<file path="config.mk">
export PLATFORM = sky130hd
export DESIGN_NAME = div_seq
export DESIGN_NICKNAME = d
export VERILOG_FILES = /design/src/rtl/div_seq.sv
export SDC_FILE = /design/constraint.sdc
export NUM_CORES = 1
export LEC_CHECK = 0
export ABC_AREA = 1
export BUFFER_PORTS_ARGS = -buffer_cell sky130_fd_sc_hd__buf_4
export CAP_MARGIN = 20
export CORE_ASPECT_RATIO = 0.9
export CORE_MARGIN = 3
export CORE_UTILIZATION = 45
export DETAILED_ROUTE_END_ITERATION = 7
export HOLD_SLACK_MARGIN = 0.1
export SYNTH_ARGS = -nofsm -noshare
export SYNTH_HDL_FRONTEND = slang
export SYNTH_SLANG_ARGS = --single-unit
</file>
<file path="constraint.sdc">
create_clock -name clk_i -period 8.8 [get_ports clk_i]
set_input_delay 0.88 -clock clk_i [delete_from_list [all_inputs] [get_ports clk_i]]
set_output_delay 0.88 -clock clk_i [all_outputs]
set_load 0.02 [all_outputs]
</file>
<file path="src/rtl/div_seq.sv">
// Multi-cycle radix-2 restoring divider for RV32M DIV/DIVU/REM/REMU in EXE.
// Holds the pipeline via stallreq_o until the registered result is written back.
module div_seq #(
    parameter int DATA_WIDTH  = 32,
    parameter int RADDR_WIDTH = 5,
    parameter int CNT_WIDTH   = 5
) (
    input  logic                   clk_i,
    input  logic                   rst_n_i,
    input  logic                   start_i,
    input  logic [2:0]             funct3_i,
    input  logic [DATA_WIDTH-1:0]  dividend_i,
    input  logic [DATA_WIDTH-1:0]  divisor_i,
    input  logic [RADDR_WIDTH-1:0] rd_i,
    input  logic                   flush_i,
    output logic                   stallreq_o,
    output logic                   busy_o,
    output logic                   done_o,
    output logic [DATA_WIDTH-1:0]  result_o,
    output logic [RADDR_WIDTH-1:0] reg_waddr_o,
    output logic                   reg_we_o
);

    typedef enum logic [1:0] {IDLE, CALC, DONE} state_t;

    localparam logic [DATA_WIDTH-1:0] ONE      = DATA_WIDTH'(1);
    localparam logic [DATA_WIDTH-1:0] MIN_NEG  = {1'b1, {(DATA_WIDTH-1){1'b0}}};
    localparam logic [CNT_WIDTH-1:0]  LAST_CNT = CNT_WIDTH'(DATA_WIDTH-1);

    state_t                 state_q, state_d;
    logic [CNT_WIDTH-1:0]   cnt_q;
    logic [DATA_WIDTH-1:0]  rem_q, quo_q, dvsr_q, result_q;
    logic [2:0]             funct3_q;
    logic [RADDR_WIDTH-1:0] rd_q;
    logic                   sign_a_q, sign_b_q;

    // Operand decode at accept time
    logic                  is_signed, sign_a, sign_b, div_zero, overflow, accept;
    logic [DATA_WIDTH-1:0] abs_a, abs_b, special_result;

    assign is_signed = ~funct3_i[0];
    assign sign_a    = is_signed & dividend_i[DATA_WIDTH-1];
    assign sign_b    = is_signed & divisor_i[DATA_WIDTH-1];
    assign abs_a     = sign_a ? (~dividend_i + ONE) : dividend_i;
    assign abs_b     = sign_b ? (~divisor_i + ONE) : divisor_i;
    assign div_zero  = (divisor_i == '0);
    assign overflow  = is_signed & (dividend_i == MIN_NEG) & (divisor_i == '1);
    assign accept    = (state_q == IDLE) & start_i & ~flush_i;

    always_comb begin
        special_result = '0;
        if (div_zero)
            special_result = funct3_i[1] ? dividend_i : '1;
        else if (overflow)
            special_result = funct3_i[1] ? '0 : MIN_NEG;
    end

    // One restoring step; the trial carries two extra bits so the shifted
    // remainder (up to DATA_WIDTH+1 bits) and the borrow are both exact.
    logic [DATA_WIDTH:0]   rem_shift;
    logic [DATA_WIDTH+1:0] trial;
    logic                  trial_ok, last_iter;
    logic [DATA_WIDTH-1:0] rem_next, quo_next, quo_fix, rem_fix, final_result;

    assign rem_shift = {rem_q, quo_q[DATA_WIDTH-1]};
    assign trial     = {1'b0, rem_shift} - {2'b00, dvsr_q};
    assign trial_ok  = ~trial[DATA_WIDTH+1];
    assign rem_next  = trial_ok ? trial[DATA_WIDTH-1:0] : rem_shift[DATA_WIDTH-1:0];
    assign quo_next  = {quo_q[DATA_WIDTH-2:0], trial_ok};
    assign last_iter = (cnt_q == LAST_CNT);

    // Sign flags are zero for unsigned ops, so the fixup is a no-op there.
    assign quo_fix      = (sign_a_q ^ sign_b_q) ? (~quo_next + ONE) : quo_next;
    assign rem_fix      = sign_a_q ? (~rem_next + ONE) : rem_next;
    assign final_result = funct3_q[1] ? rem_fix : quo_fix;

    // NOTE: every combinational output gets a default first so no path can infer a latch.
    always_comb begin
        state_d = state_q;
        unique case (state_q)
            IDLE: if (accept) state_d = (div_zero | overflow) ? DONE : CALC;
            CALC: begin
                if (flush_i)        state_d = IDLE;
                else if (last_iter) state_d = DONE;
            end
            DONE:    state_d = IDLE;
            default: state_d = IDLE;
        endcase
    end

    // NOTE: state is updated with non-blocking assignments so all registers see pre-edge values.
    always_ff @(posedge clk_i or negedge rst_n_i) begin
        if (!rst_n_i) begin
            state_q  <= IDLE;
            cnt_q    <= '0;
            rem_q    <= '0;
            quo_q    <= '0;
            dvsr_q   <= '0;
            result_q <= '0;
            funct3_q <= '0;
            rd_q     <= '0;
            sign_a_q <= 1'b0;
            sign_b_q <= 1'b0;
        end else begin
            state_q <= state_d;
            unique case (state_q)
                IDLE: begin
                    if (accept) begin
                        funct3_q <= funct3_i;
                        rd_q     <= rd_i;
                        sign_a_q <= sign_a;
                        sign_b_q <= sign_b;
                        dvsr_q   <= abs_b;
                        quo_q    <= abs_a;
                        rem_q    <= '0;
                        cnt_q    <= '0;
                        if (div_zero | overflow)
                            result_q <= special_result;
                    end
                end
                CALC: begin
                    if (flush_i) begin
                        cnt_q <= '0;
                    end else begin
                        rem_q <= rem_next;
                        quo_q <= quo_next;
                        cnt_q <= cnt_q + CNT_WIDTH'(1);
                        if (last_iter)
                            result_q <= final_result;
                    end
                end
                DONE:    cnt_q <= '0;
                default: cnt_q <= '0;
            endcase
        end
    end

    assign stallreq_o  = accept | (state_q == CALC);
    assign busy_o      = (state_q == CALC) | (state_q == DONE);
    assign done_o      = (state_q == DONE);
    assign reg_we_o    = done_o;
    assign result_o    = result_q;
    assign reg_waddr_o = rd_q;

endmodule
</file>
Word level (Yosys, flattened, before mapping)
Index checks and enable logic that the tools add are counted.

Bits of input ports: 76. Word-level logic and storage cells: 79. Output and inout bits: 41. Register bits after elaboration: 144.

Add/subtract/negate cells: 6. Reductions and logical operators: 7. Bitwise logic cells: 17. Muxes and demuxes: 29. Equality and inequality tests: 10.

Operator list (number): $mux W32 (18); $pmux W32 S2 (3); $add A32 B1 Y32 const B (4); $not A32 Y32 (4); $eq A32 B32 Y1 const B (2); $sub A33 B32 Y34 (1); $logic_not A32 Y1 (1); $mux W5 (2); $pmux W5 S2 (1); $mux W2 (4); $and A1 B1 Y1 (6); $ne A2 B2 Y1 const B (3); $add A5 B1 Y5 const B (1); $eq A5 B5 Y1 const B (1); $reduce_and A5 Y1 (1); $pmux W2 S2 (1); $reduce_and A2 Y1 (2); $ne A3 B3 Y1 const B (1); $not A1 Y1 (3); $or A1 B1 Y1 (3); $reduce_and A3 Y1 (1); $eq A2 B1 Y1 const B (1); $eq A2 B2 Y1 const B (1); $logic_not A2 Y1 (1); 3 further kinds (3).

Depth between registers and ports, before layout
Depth after elaboration: 9. Mapped depth: 32. Depth with buffers taken out: 31.

Least setup slack after synthesis
OpenSTA, ideal clock, no wires.

Kind: reg2reg. From: reg rem_q[25]. To: reg result_q[30] (netlist: result_o[30]). Stages on the path, launching flop included: 28. Arrival time: 3.575 ns. Required time: 8.683 ns. Path slack: 5.109 ns. Period minus slack after synthesis: 3.691 ns. Path buffers: 1. Setup time: 0.117 ns. Cell sequence: dfrtp_1 -> ha_1 -> a21oi_2 -> nor2_1 -> o21ai_1 -> nand2_1 -> nor2_4 -> nand2_8 -> inv_2 -> buf_4 -> ha_1 -> inv_1 -> nor3_1 -> nand3_1 -> nor2_1 -> nand2_1 -> nor3_1 -> nand4_1 -> nor2_1 -> nor2_1 -> inv_1 -> nand2_1 -> o21ai_0 -> a21oi_1 -> nor2_1 -> nand2_1 -> nand2_1 -> nand2_1.

Cells in the longest elaborated chain, start to end: 9. Elaborated cells on any way between the ends: 13. Those cells by class: 3 x add/sub; 7 x mux; 3 x bitwise.

Ends and longest elaborated chain: start: declaration (RTL line 32) `logic [DATA_WIDTH-1:0] rem_q, quo_q, dvsr_q, result_q;`; start signal: assignment (RTL line 125) `rem_q <= rem_next;`; $sub A33 B32 Y34 (RTL line 66) `assign trial = {1'b0, rem_shift} - {2'b00, dvsr_q};`; $mux W32 or $not A1 Y1 (tied branches) (RTL line 68, 67); $not A32 Y32, on equally long branches (RTL line 74, 73); $add A32 B1 Y32, on equally long branches (RTL line 74, 73); $mux W32, on equally long branches (RTL line 74, 73); $mux W32 (*) (RTL line 75) `assign final_result = funct3_q[1] ? rem_fix : quo_fix;`; $mux W32 (*) (RTL line 128) `if (last_iter)`; $mux W32 (*) (RTL line 122) `if (flush_i) begin`; $pmux W32 S2 (*) (RTL line 106) `unique case (state_q)`; end signal: assignment (RTL line 118) `result_q <= special_result;`; end signal: assignment (RTL line 129) `result_q <= final_result;`; end: declaration (RTL line 32).

Every way passes the cells marked *; elsewhere a longest branch is shown, timed or not. The select of a mux whose other input is x is not followed. A chain may end at the register's enable or synchronous reset.

Worst setup path after layout
From: reg dvsr_q[26]. To: reg result_q[28] (netlist: result_o[28]).

Cells in the longest elaborated chain, start to end: 9. Elaborated cells on any way between the ends: 13. Those cells by class: 3 x add/sub; 7 x mux; 3 x bitwise.

Ends and longest elaborated chain: start: declaration (RTL line 32); start signal: assignment (RTL line 113) `dvsr_q <= abs_b;`; $sub A33 B32 Y34 (*) (RTL line 66); $mux W32 or $not A1 Y1 (tied branches) (RTL line 68, 67); $not A32 Y32, on equally long branches (RTL line 74, 73); $add A32 B1 Y32, on equally long branches (RTL line 74, 73); $mux W32, on equally long branches (RTL line 74, 73); $mux W32 (*) (RTL line 75); $mux W32 (*) (RTL line 128); $mux W32 (*) (RTL line 122); $pmux W32 S2 (*) (RTL line 106).

Marked as above.

==> metrics.md <==
| Metric | Value |
|---|---|
| Status | complete, no violations |
| Htree depth | 4 |
| Final Max Tran Viols | 0 |
| Maxcap violations | 0 |
| DRT antenna net count | 0 |
| Total GRT Usage | 29.7% |
| Placer congestion estimate | roughly 0.9 |
| Final Setup Violations | 0 |
| Slew margin rel. | about a quarter |
| Worst Tran Pin Value | 1.10 ns |
| Clock latency on the worst-skew pair | 0.43 ns |
| Register Area | 3580 sq um |
| CTS root buffer | clkbuf_16 |
| TritonRoute pass-1 iters | 6 |
| WP data arrival | 6.23 ns |
| Final hold vios | 0 |
| DP Wirelength | 35.8 mm |
| DRC violations left | 0 |
| Clock slew at reported path FFs | approximately 0.070 ns |
| Clock Skews | 0.0106 ns |
| Mapped Nets | 2271 |
| YS warnings | 0 |
| Post-synthesis mux area share | 0% |
| Num Clock Sinks | ~140 |
| Port buffer count | 115 |
| DR WL/cell | 17.9 um |
| DIE WIDTH | 186 um |
| Num CTS Buffers | 17 |
| Post-CTS Setup Inserts | 0 |
| Unrepaired setup endpoints after global routing | no |
| Vias | approximately 14000 |
| CP Class | flop to flop |
| CP dominant cell by count | nand2_1 |
| Adder-cell share of the synthesized area | 4.15% |
| Sequential area share after synthesis | 27.3% |
| Crit path required time | 9.12 ns |
| TritonCTS clock tree | done |
| XOR/XNOR share of the synthesized area | roughly 4% |
| Slowest-stage cell, CP | nor2_4 |
| Initial antenna violation count | 0 |
| Die ar. | 31300 sq um |
| Mapped cell area | 13100 sq um |
| Simple-Gate Fraction of Synth Area | 38.4% |
| Worst setup SP type | flop |
| Synth Register Bits | 143 |
| Routed vias/inst | 5.48 |
| Initial Util | 46.4% |
| Final min period | ~5.9 ns |
| Largest fanout on the critical path | 52 |
| Row count | 58 |
| Post-synth EDFFs | 0 |
| Top Ports | 117 |
| Iteration-0 DRC Markers | ~1400 |
| Crit end category | flop |
| Number of fill cells in the layout | 3010 |
| Setup TNS | 0 ns |
| Max Fclk | ~170 MHz |
| # nets final | 2338 |
| Fraction of layout cells with a size suffix above 1 | 9.87% |
| Layout area overhead | 12.2% |
| Post-CTS Resized | 0 |
| Largest family of logic cells by synthesized area | simple AND/OR/NAND/NOR gates |
| # hold bufs at CTS | 0 |
| Async set-reset flop share out of synthesis | 100% |
| Critical path's largest stage delay | 0.59 ns |
| Netlist cell types | 52 |
| # diodes | 0 |
| Primary FF master, synth | dfrtp_1 |
| Overflow after GRT | 0 |
| Final period util | about two thirds |
| Synth Instances | around 2200 |
| Core area | 28300 sq um |
| Routed WL | 46.4 mm |
| Clock buffer depth | 2 |
| Vias in the first global route | 13000 |
| Syn_area_per_cell | 6.10 sq um |
| Largest net degree at the start of global routing | 75 |
| Footprint of the multi-input gates | 8130 sq um |
| Compound-cell area share of the yosys netlist | 15.2% |
| Die height | between 150 and 200 um |
| First-pass GRT wire length | 72.5 mm |
| Worst min-delay path category | input pin to async pin |
placed cells by master (no fill, tap or decap), types with 20 or more instances in the layout:
cell	netlist	layout
nor2_1	204	204
buf_4	5	124
a21oi_1	98	97
dfrtp_1	143	143
ha_1	42	41
nand3_1	152	151
nand2_1	693	693
nand2_2	23	23
xnor2_1	20	20
nor3_1	32	32
o21ai_0	163	163
xor2_1	40	40
inv_1	282	281
nand4_1	29	29
cell type report:
cell class              instances  share of cell area [%]
repair buffers                126                    6.50
inverters                     287                    7.31
clock inverters                12                   0.773
clock buffers                  18                    2.91
well taps                     360                    3.06
multi-input cells            1644                    55.2
flip-flops and latches        143                    24.3
Yosys cell counts, types with 13 or more instances:
library cell  count  area share [%]
a21oi_1          98             3.7
clkbuf_1         60             1.7
dfrtp_1         143              27
ha_1             42             4.0
inv_1           282             8.1
nand2_1         693              20
nand2_2          23             1.1
nand3_1         152             5.8
nand4_1          29             1.4
nor2_1          204             5.8
nor3_1           32             1.2
nor4_1           13            0.62
o211ai_1         13            0.74
o21ai_0         163             6.2
o21ai_1          13            0.50
o21bai_1         16            0.91
o22ai_1          13            0.62
xnor2_1          20             1.3
xor2_1           40             2.7
path summary, 6_finish.rpt:
check                             startpoint           end  slack (ns)  cells past startpoint
worst max register to register    dvsr_q[26]  result_o[28]        2.88                     27
max in group asynchronous            rst_n_i    state_q[0]        6.88                      2
worst min register to register  result_o[27]  result_o[27]        0.48                      2
worst max-delay path              dvsr_q[26]  result_o[28]        2.88                     27
worst min-delay path                 rst_n_i     rem_q[25]        0.47                      1
min in group clk_i              result_o[27]  result_o[27]        0.48                      2
state kept, by name (all words and copies together) (netlist names):
name	cells
sign_b_q	1
sign_a_q	1
result_o	32
state_q	2
reg_waddr_o	5
rem_q	32
funct3_q	1
dvsr_q	32
quo_q	32
cnt_q	5
metal layers:
metal | track usage [%] | routed length, um | up-vias
met5 | 2.08 | 80 | -
met4 | 6.47 | 919 | 2
met3 | 5.47 | 3500 | 61
met2 | 43.6 | 19500 | 553
met1 | 45.2 | 22400 | 6533
li1 | - | - | 7048
through the flow:
stage	worst slack [ns]	instance area [sq um]	utilization, %	std cells	hold slack, ns
3_3_place_gp	3.21	14200	50.1	2559	0.463
2_1_floorplan	5.11	13100	-	2152	0.453
3_5_place_dp	3.14	14200	50.1	2560	0.466
4_1_cts	3.13	14700	52.1	2590	0.483
6_report	2.88	14700	52.1	2590	0.466
5_1_grt	2.53	14700	52.1	2590	0.504
cell families after synthesis:
group,count (synthesis)
and+or+nand+nor,1187
adders and majority gates,43
xor gates and xnor gates,60
AOI/OAI and AO/OA,354
DFF,143
buffers and inverters,365
worst max-delay path: cells and delay by family (launching register included):
kind            cells  cell delay, ns
flops               1            0.40
buf+inv             4            0.77
compound gates      4            0.58
fa+ha+maj           2            0.57
simple gates       17            3.46
Power is not shown: default switching activity piles up to over one toggle a cycle in this logic, so the estimate is an artifact.
